## config.mk

```make
export PLATFORM = sky130hd
export DESIGN_NAME = dcache_controller
export DESIGN_NICKNAME = d
export VERILOG_FILES = /design/src/rtl/dcache_controller.sv
export SDC_FILE = /design/constraint.sdc
export NUM_CORES = 2
export LEC_CHECK = 0
export ABC_CLOCK_PERIOD_IN_PS = 63100
export BUFFER_PORTS_ARGS = -buffer_cell sky130_fd_sc_hd__clkbuf_2
export CELL_PAD_IN_SITES_DETAIL_PLACEMENT = 2
export CELL_PAD_IN_SITES_GLOBAL_PLACEMENT = 2
export CORE_AREA = 3 3 471 473
export DETAILED_ROUTE_END_ITERATION = 10
export DIE_AREA = 0 0 474 476
export HOLD_SLACK_MARGIN = 0.15
export PLACE_DENSITY = 0.56
export SYNTH_ARGS = -nofsm -noshare
export SYNTH_HDL_FRONTEND = slang
export SYNTH_SLANG_ARGS = --single-unit
export TNS_END_PERCENT = 20
```

## constraint.sdc

```tcl
create_clock -name clk_i -period 63.1 [get_ports clk_i]
set_clock_uncertainty 0.2 [all_clocks]
set_input_delay 12.62 -clock clk_i [delete_from_list [all_inputs] [get_ports clk_i]]
set_output_delay 12.62 -clock clk_i [all_outputs]
set_load 0.02 [all_outputs]
```

## src/rtl/dcache_controller.sv

```systemverilog
// dcache_controller
// Upstream controller for a 2-way set-associative data-cache SRAM.
// Hits are served combinationally in the request cycle. A miss stalls the CPU,
// optionally writes back a dirty victim line, refills the requested line from
// data memory, installs it in the SRAM and then lets the access replay as a hit.
//
// Handshake contract:
//   CPU side : a request (cpu_MemRead_i | cpu_MemWrite_i) completes in the cycle
//              where cpu_stall_o is low. While cpu_stall_o is high the CPU holds
//              address, data and request stable. Index and tag are always taken
//              live from cpu_addr_i.
//   Memory   : mem_enable_o is held high, with address/data/direction stable,
//              until a single-cycle mem_ack_i pulse. Acks seen in any state other
//              than WRITEBACK or READMISS are ignored.
//   SRAM     : sram_write_o is sampled by the SRAM on the next rising edge.
//              sram_tag_i/sram_data_i show the hit way, or the LRU victim on a miss.

module dcache_controller #(
   parameter int ADDR_W = 32,
   parameter int DATA_W = 32,
   parameter int LINE_W = 256,
   parameter int IDX_W  = 4,
   parameter int TAG_W  = 23
) (
   input  logic                clk_i,
   input  logic                rst_i,
   // CPU interface
   input  logic [ADDR_W-1:0]   cpu_addr_i,
   input  logic [DATA_W-1:0]   cpu_data_i,
   input  logic                cpu_MemRead_i,
   input  logic                cpu_MemWrite_i,
   output logic [DATA_W-1:0]   cpu_data_o,
   output logic                cpu_stall_o,
   // cache SRAM interface
   output logic [IDX_W-1:0]    sram_addr_o,
   output logic [TAG_W+1:0]    sram_tag_o,
   output logic [LINE_W-1:0]   sram_data_o,
   output logic                sram_enable_o,
   output logic                sram_write_o,
   input  logic [TAG_W+1:0]    sram_tag_i,
   input  logic [LINE_W-1:0]   sram_data_i,
   input  logic                sram_hit_i,
   // data memory interface
   output logic [ADDR_W-1:0]   mem_addr_o,
   output logic [LINE_W-1:0]   mem_data_o,
   output logic                mem_enable_o,
   output logic                mem_write_o,
   input  logic [LINE_W-1:0]   mem_data_i,
   input  logic                mem_ack_i,
   // controller state for observation
   output logic [2:0]          dbg_state_o
);

   // Byte offset inside a line and word-select field inside the offset.
   localparam int OFF_W  = 5;
   localparam int WSEL_W = 3;
   localparam int WSEL_LSB = 2;

   // Bit positions inside the {valid, dirty, tag} SRAM tag field.
   localparam int VALID_BIT = TAG_W + 1;
   localparam int DIRTY_BIT = TAG_W;

   typedef enum logic [2:0] {
      S_IDLE      = 3'd0,
      S_MISS      = 3'd1,
      S_WRITEBACK = 3'd2,
      S_READMISS  = 3'd3,
      S_REFILL    = 3'd4
   } state_t;

   state_t              r_state;
   logic                r_mem_enable;
   logic                r_mem_write;
   logic [ADDR_W-1:0]   r_mem_addr;
   logic [LINE_W-1:0]   r_mem_data;
   logic [LINE_W-1:0]   r_line_buf;
   logic [TAG_W+1:0]    r_victim_tag;
   logic [LINE_W-1:0]   r_victim_line;

   logic                w_req;
   logic                w_store;
   logic                w_miss;
   logic                w_store_hit;
   logic                w_victim_dirty;
   logic [IDX_W-1:0]    w_idx;
   logic [TAG_W-1:0]    w_tag;
   logic [WSEL_W-1:0]   w_word_sel;
   logic [LINE_W-1:0]   w_store_line;
   logic [ADDR_W-1:0]   w_refill_addr;
   logic [ADDR_W-1:0]   w_wb_addr;
   logic                w_unused;

   // Address decode; the low two byte bits are don't-care for word accesses.
   assign w_idx      = cpu_addr_i[OFF_W +: IDX_W];
   assign w_tag      = cpu_addr_i[ADDR_W-1 -: TAG_W];
   assign w_word_sel = cpu_addr_i[WSEL_LSB +: WSEL_W];
   assign w_unused   = ^cpu_addr_i[WSEL_LSB-1:0];

   // A simultaneous read and write request is handled as a store.
   assign w_req       = cpu_MemRead_i | cpu_MemWrite_i;
   assign w_store     = cpu_MemWrite_i;
   assign w_miss      = w_req & ~sram_hit_i;
   assign w_store_hit = (r_state == S_IDLE) & w_req & sram_hit_i & w_store;

   // Victim needs a write-back only when it holds live, modified data.
   assign w_victim_dirty = r_victim_tag[VALID_BIT] & r_victim_tag[DIRTY_BIT];

   // Line-aligned memory addresses for the refill read and the victim write-back.
   assign w_refill_addr = {w_tag, w_idx, {OFF_W{1'b0}}};
   assign w_wb_addr     = {r_victim_tag[TAG_W-1:0], w_idx, {OFF_W{1'b0}}};

   // Store-hit line: current SRAM line with the addressed word replaced.
   always_comb begin
      w_store_line = sram_data_i;
      w_store_line[w_word_sel*DATA_W +: DATA_W] = cpu_data_i;
   end

   // CPU side: load data is the selected word of whatever the SRAM presents.
   assign cpu_data_o  = sram_data_i[w_word_sel*DATA_W +: DATA_W];
   assign cpu_stall_o = (r_state != S_IDLE) | w_miss;

   // SRAM control: looked up on any idle request, written on store hit or refill.
   assign sram_addr_o   = w_idx;
   assign sram_enable_o = ((r_state == S_IDLE) & w_req) | (r_state == S_REFILL);
   assign sram_write_o  = ~rst_i & (w_store_hit | (r_state == S_REFILL));

   // SRAM write payload: refill installs a clean line, a store hit marks it dirty.
   always_comb begin
      sram_data_o = w_store_line;
      sram_tag_o  = {1'b1, 1'b1, w_tag};
      if (r_state == S_REFILL) begin
         sram_data_o = r_line_buf;
         sram_tag_o  = {1'b1, 1'b0, w_tag};
      end
   end

   // Memory side outputs come straight from registers.
   assign mem_addr_o   = r_mem_addr;
   assign mem_data_o   = r_mem_data;
   assign mem_enable_o = r_mem_enable;
   assign mem_write_o  = r_mem_write;

   assign dbg_state_o = r_state;

   // Miss-handling FSM with registered memory request outputs.
   always_ff @(posedge clk_i or posedge rst_i) begin
      if (rst_i) begin
         r_state       <= S_IDLE;
         r_mem_enable  <= 1'b0;
         r_mem_write   <= 1'b0;
         r_mem_addr    <= '0;
         r_mem_data    <= '0;
         r_line_buf    <= '0;
         r_victim_tag  <= '0;
         r_victim_line <= '0;
      end else begin
         case (r_state)
            S_IDLE: begin
               // Capture the LRU victim while the SRAM is still showing it.
               if (w_miss) begin
                  r_victim_tag  <= sram_tag_i;
                  r_victim_line <= sram_data_i;
                  r_state       <= S_MISS;
               end
            end
            S_MISS: begin
               r_mem_enable <= 1'b1;
               if (w_victim_dirty) begin
                  r_mem_addr  <= w_wb_addr;
                  r_mem_data  <= r_victim_line;
                  r_mem_write <= 1'b1;
                  r_state     <= S_WRITEBACK;
               end else begin
                  r_mem_addr  <= w_refill_addr;
                  r_mem_write <= 1'b0;
                  r_state     <= S_READMISS;
               end
            end
            S_WRITEBACK: begin
               // Write-back done: keep the request up and turn it into the refill read.
               if (mem_ack_i) begin
                  r_mem_addr  <= w_refill_addr;
                  r_mem_write <= 1'b0;
                  r_state     <= S_READMISS;
               end
            end
            S_READMISS: begin
               if (mem_ack_i) begin
                  r_line_buf   <= mem_data_i;
                  r_mem_enable <= 1'b0;
                  r_state      <= S_REFILL;
               end
            end
            S_REFILL: begin
               r_state <= S_IDLE;
            end
            default: begin
               r_state <= S_IDLE;
            end
         endcase
      end
   end

endmodule

```

* Yosys cells after proc, flatten, opt, wreduce, memory -nomap -nowiden *
Cells that the tools add are included.

storage, ports and cells
  flip-flop bits (word level) = 830
  bits of input ports = 607
  output and inout port bits = 613
  word-level logic and storage cells = 56

cells by class
  add/subtract/negate cells = 1
  equality and inequality tests = 7
  shift operators = 3
  muxes and demuxes = 15
  bitwise gates (word level) = 12
  reductions and logical operators = 10

operator list
  cell                         count
  $bwmux W256                  1
  $mux W256                    1
  $shift A32 B34 Y256 const A  1
  $shiftx A256 B9 Y32          1
  $shiftx A32 B34 Y256         1
  $mux W32                     2
  $pmux W32 S2                 1
  $neg A8 Y34                  1
  $mux W24                     1
  $pmux W3 S4                  1
  $reduce_and A2 Y1            5
  $mux W3                      3
  $and A1 B1 Y1                6
  $eq A3 B2 Y1 const B         2
  $ne A2 B2 Y1 const B         3
  $or A1 B1 Y1                 4
  $pmux W1 S2                  2
  $reduce_bool A2 Y1           2
  $eq A3 B1 Y1 const B         1
  $eq A3 B3 Y1 const B         1
  $logic_not A3 Y1             1
  $mux W1                      3
  $reduce_and A3 Y1            1
  $reduce_bool A3 Y1           1
  $not A1 Y1                   2

* Depth between registers and ports, before layout *
  depth in word-level cells = 6
  gate-level depth with buffers = 10
  gate-level depth less buffers = 7

* Worst setup path before layout *
Ideal clock, no wire load.

  path kind = input port to output port
  from = input port cpu_addr_i[4]
  to = output port sram_data_o[10]
  data arrival time = 14.949 ns
  data required time = 50.280 ns
  setup slack = 35.331 ns
  stages on the path = 9
  buffers on the path = 3
  cell sequence = clkbuf_1 clkinv_1 clkbuf_1 ha_1 nor4b_1 nand3_1 buf_2 mux2i_1 o21ai_0

on the way
  word-level cells in the longest chain between the ends = 4
  elaborated cells on any way between the ends = 5
  classes of those cells = 1 x add/sub; 2 x shift; 2 x mux

RTL lines
  what                                                                line  RTL
  from (decl)                                                         28    input logic [ADDR_W-1:0] cpu_addr_i,
  $neg A8 Y34 *                                                       115   w_store_line[w_word_sel*DATA_W +: DATA_W] = cpu_data_i;
  $shiftx A32 B34 Y256 / $shift A32 B34 Y256 (equally long branches)  115
  $bwmux W256 *                                                       115
  $mux W256 *                                                         131   if (r_state == S_REFILL) begin
  to (decl)                                                           37    output logic [LINE_W-1:0] sram_data_o,

Mark *: on every way between the ends. The rest lies on a longest branch, timed or not.

* Worst setup path in the final report *
  from = input port cpu_addr_i[4]
  to = output port sram_data_o[45]

Same word-level chain as after synthesis.

==> results by group <==
Status
  – Status: completed

Global route
  – GRT overflow: 0
  – All-Layer GR Usage: 21.2%
  – Largest net degree at the start of global routing: 132
  – Global-route wire length before repair: 327000 um
  – Vias in the first global route: 36100
  – Antenna violations before repair: 88

Cells and area
  – Nets: 5237
  – Multi-input gate area: 17400 um2
  – Non-Filler Instances: 7605
  – Share of post-route cells with drive strength above 1: 44.7%
  – Fillers: 24300
  – Area grow syn2layout: 32.3%
  – Commonest non-fill, non-tap cell in the layout: clkbuf_2
  – Most frequent cells in the layout: 1209 x clkbuf_2, 1060 x nand2_1, 824 x dfrtp_1
  – Register area: 20600 um2
  – Design area: 52500 um2

Placement
  – DPL Wire Length: 192000 um
  – Post-Place Cell Area: 48500 um2
  – Port buffer count: 1211
  – GPL Wtd Cong: 0.814
  – Pre-CTS WS: 33.37 ns
  – Placed cells: 7371

STA
  – Final setup fails: 0
  – Final setup TNS: 0 ns
  – Unrepaired setup endpoints after global routing: no
  – Tmin final: 29.53 ns
  – Worst-Margin Slew: 1.33 ns
  – Final Cycle Share: 46.8%
  – Final setup margin: 33.57 ns
  – Hold Worst Slack: 0.269 ns
  – Fmax: 0.0339 GHz
  – Worst relative slew slack: 10.9%
  – Final slew viol count: 0
  – Hold Fails Final Rpt: 0

Routing
  – # DRC: 0
  – Detail Route Antenna Nets: 0
  – Vias: 33300
  – Initial DRC count: 1897
  – Via density: 4.37
  – Total wire length: 248000 um
  – First-pass DRT Iterations: 5
  – Wirelength per Cell: 32.5 um

Worst setup path
  – Cell count along the critical path: 10
  – Worst Path Required: 50.28 ns
  – Buffers & Inverters on Critical Path: 5
  – Slowest stage delay, CP: 0.64 ns
  – Crit path cell chain: clkbuf_2, buf_4, inv_2, ha_1, nand2b_1, nor2_4, buf_4, mux2i_1, o21ai_0, clkbuf_2
  – Reg2Reg Setup Slack: 57.57 ns
  – Startpoint types: input port
  – Crit path max-delay cell type: ha_1
  – Crit-path leading delay family: buffers and inverters
  – FF-to-FF path depth: 7
  – Critical Path AT: 16.71 ns
  – CP Capture Type: output port
  – Crit Path Max Fanout: 35
  – CP Class: in -> out

Pwr
  – Int Pwr: 1.59 mW
  – Leakage power: 26.3 nW
  – Clock share of power: 26.4%
  – VDD IR max: 0.0196 mV
  – P per Cell Area: 49.5 nW/um2
  – P_sw: 1.01 mW
  – Reg power frac: 36.4%
  – Switching Share: 38.9%
  – Comb power frac: 37.2%

Clocking
  – Clock transition at path regs: 0.06 ns
  – Post-CTS setup buffer count: 0
  – H-tree levels: 3
  – Skew-Pair Late Insertion Delay: 0.77 ns
  – TritonCTS clock tree: done
  – CTS Sinks: 825
  – Deepest clock path buffer count: 3
  – Cells resized by post-CTS repair: 0
  – CTS buffer count: 108
  – Hold Buf Count CTS: 0
  – Root Buffer: clkbuf_16

Synthesis
  – Area of the mapped netlist: 39700 um2
  – Async SR Flop Fraction: 100%
  – Synth Flop Type: dfrtp_1
  – Post-synthesis sequential area ratio: 52.0%
  – Mapped Cells: 3503
  – Post-synth EDFFs: 0
  – Synthesis-stage register bit count: 825
  – Synth Area per Inst: 11.3 um2
  – Synth warn: 0
  – Post-synthesis cell type count: 43

Floorplanning
  – FP Rows: 171
  – Core Region: 217000 um2
  – Die H: 476 um
  – Initial core utilization: 18.3%
  – Width of the die: 474 um
  – Die area: 226000 um2
  – IO Pins: 1220

Min path
  – Hold depth: 2
  – Hold crit path type: reg -> reg

Run
  – Max Cap Violations: 0
==> synthesized netlist by cell type (all sizes together), types with 2 or more instances <==
master / n / area, um2
dfrtp: 825 / 20600
nand2: 1060 / 3980
clkinv: 2 / 7.51
mux4: 64 / 1440
clkbuf: 99 / 372
mux2i: 214 / 2140
or2: 2 / 12.5
a21oi: 26 / 134
nand3b: 2 / 15.0
and2: 3 / 18.8
nor3: 4 / 30.0
o21ai: 196 / 981
nor4: 6 / 65.1
and3: 63 / 394
nor2b: 2 / 12.5
inv: 37 / 139
nand3: 3 / 15.0
conb: 2 / 7.51
buf: 181 / 1220
mux2: 541 / 6950
ha: 3 / 37.5
nand2b: 5 / 38.8
nor2: 92 / 345
a221o: 64 / 641
==> through the flow <==
stage,total power [mW],util [%]
global placement,1.90,22.3
finish,2.60,24.2
global route,2.75,24.1
CTS,2.64,24.1
detailed placement,1.93,22.3
floorplan,1.53,-
==> sequential cells by signal (all words and copies together), names as in the netlist <==
register / flops
mem_write_o: 1
r_victim_tag: 25
mem_addr_o: 27
r_victim_line: 256
mem_data_o: 256
r_line_buf: 256
dbg_state_o: 3
mem_enable_o: 1
==> tightest hold or removal path, delay by kind of cell, from the launching register on <==
family / cells / cell delay [ns]
flip-flops: 1 / 0.34
AND/OR/NAND/NOR: 2 / 0.10
==> cells by family after synthesis <==
logic type,after synthesis,share of synthesized area [%]
AO/OA/AOI/OAI,291,4.52
adder cells (fa/ha/maj),3,0.0946
buffers and inverters,319,4.37
flip-flops,825,52.0
multiplexers,819,26.5
other,2,0.0189
AND/OR/NAND/NOR,1244,12.4
==> cell type report <==
cell class	count	share of cell area, %
antenna	39	0.186
inverter	39	0.307
tap	2854	6.80
sequential	825	39.3
multi-input combinational	2363	33.2
timing repair buffer	1290	12.7
clock buffer	136	5.67
clock inverter	59	1.74
==> worst paths after layout <==
check,endpoint,start
max,sram_data_o[45],cpu_addr_i[4]
min,r_line_buf[86],r_line_buf[86]
max reg2reg,r_victim_line[169],dbg_state_o[2]
min reg2reg,r_line_buf[86],r_line_buf[86]
max in group asynchronous,r_victim_line[164],rst_i
min in group asynchronous,r_line_buf[113],rst_i
==> routing by layer <==
metal	track usage [%]	wire [um]
met5	0	125
met4	7.21	7580
met3	7.22	22700
met2	32.8	110000
met1	27.6	107000
==> power groups by stage <==
stage / Combinational [mW] / Clock [mW] / Sequential, mW
floorplan: 0.505 / 0 / 1.02
global placement: 0.962 / 0 / 0.934
detailed placement: 0.981 / 0 / 0.950
CTS: 0.986 / 0.709 / 0.944
global route: 1.04 / 0.729 / 0.977
finish: 0.967 / 0.685 / 0.945
Note: power is estimated with default switching activity, not from simulation.
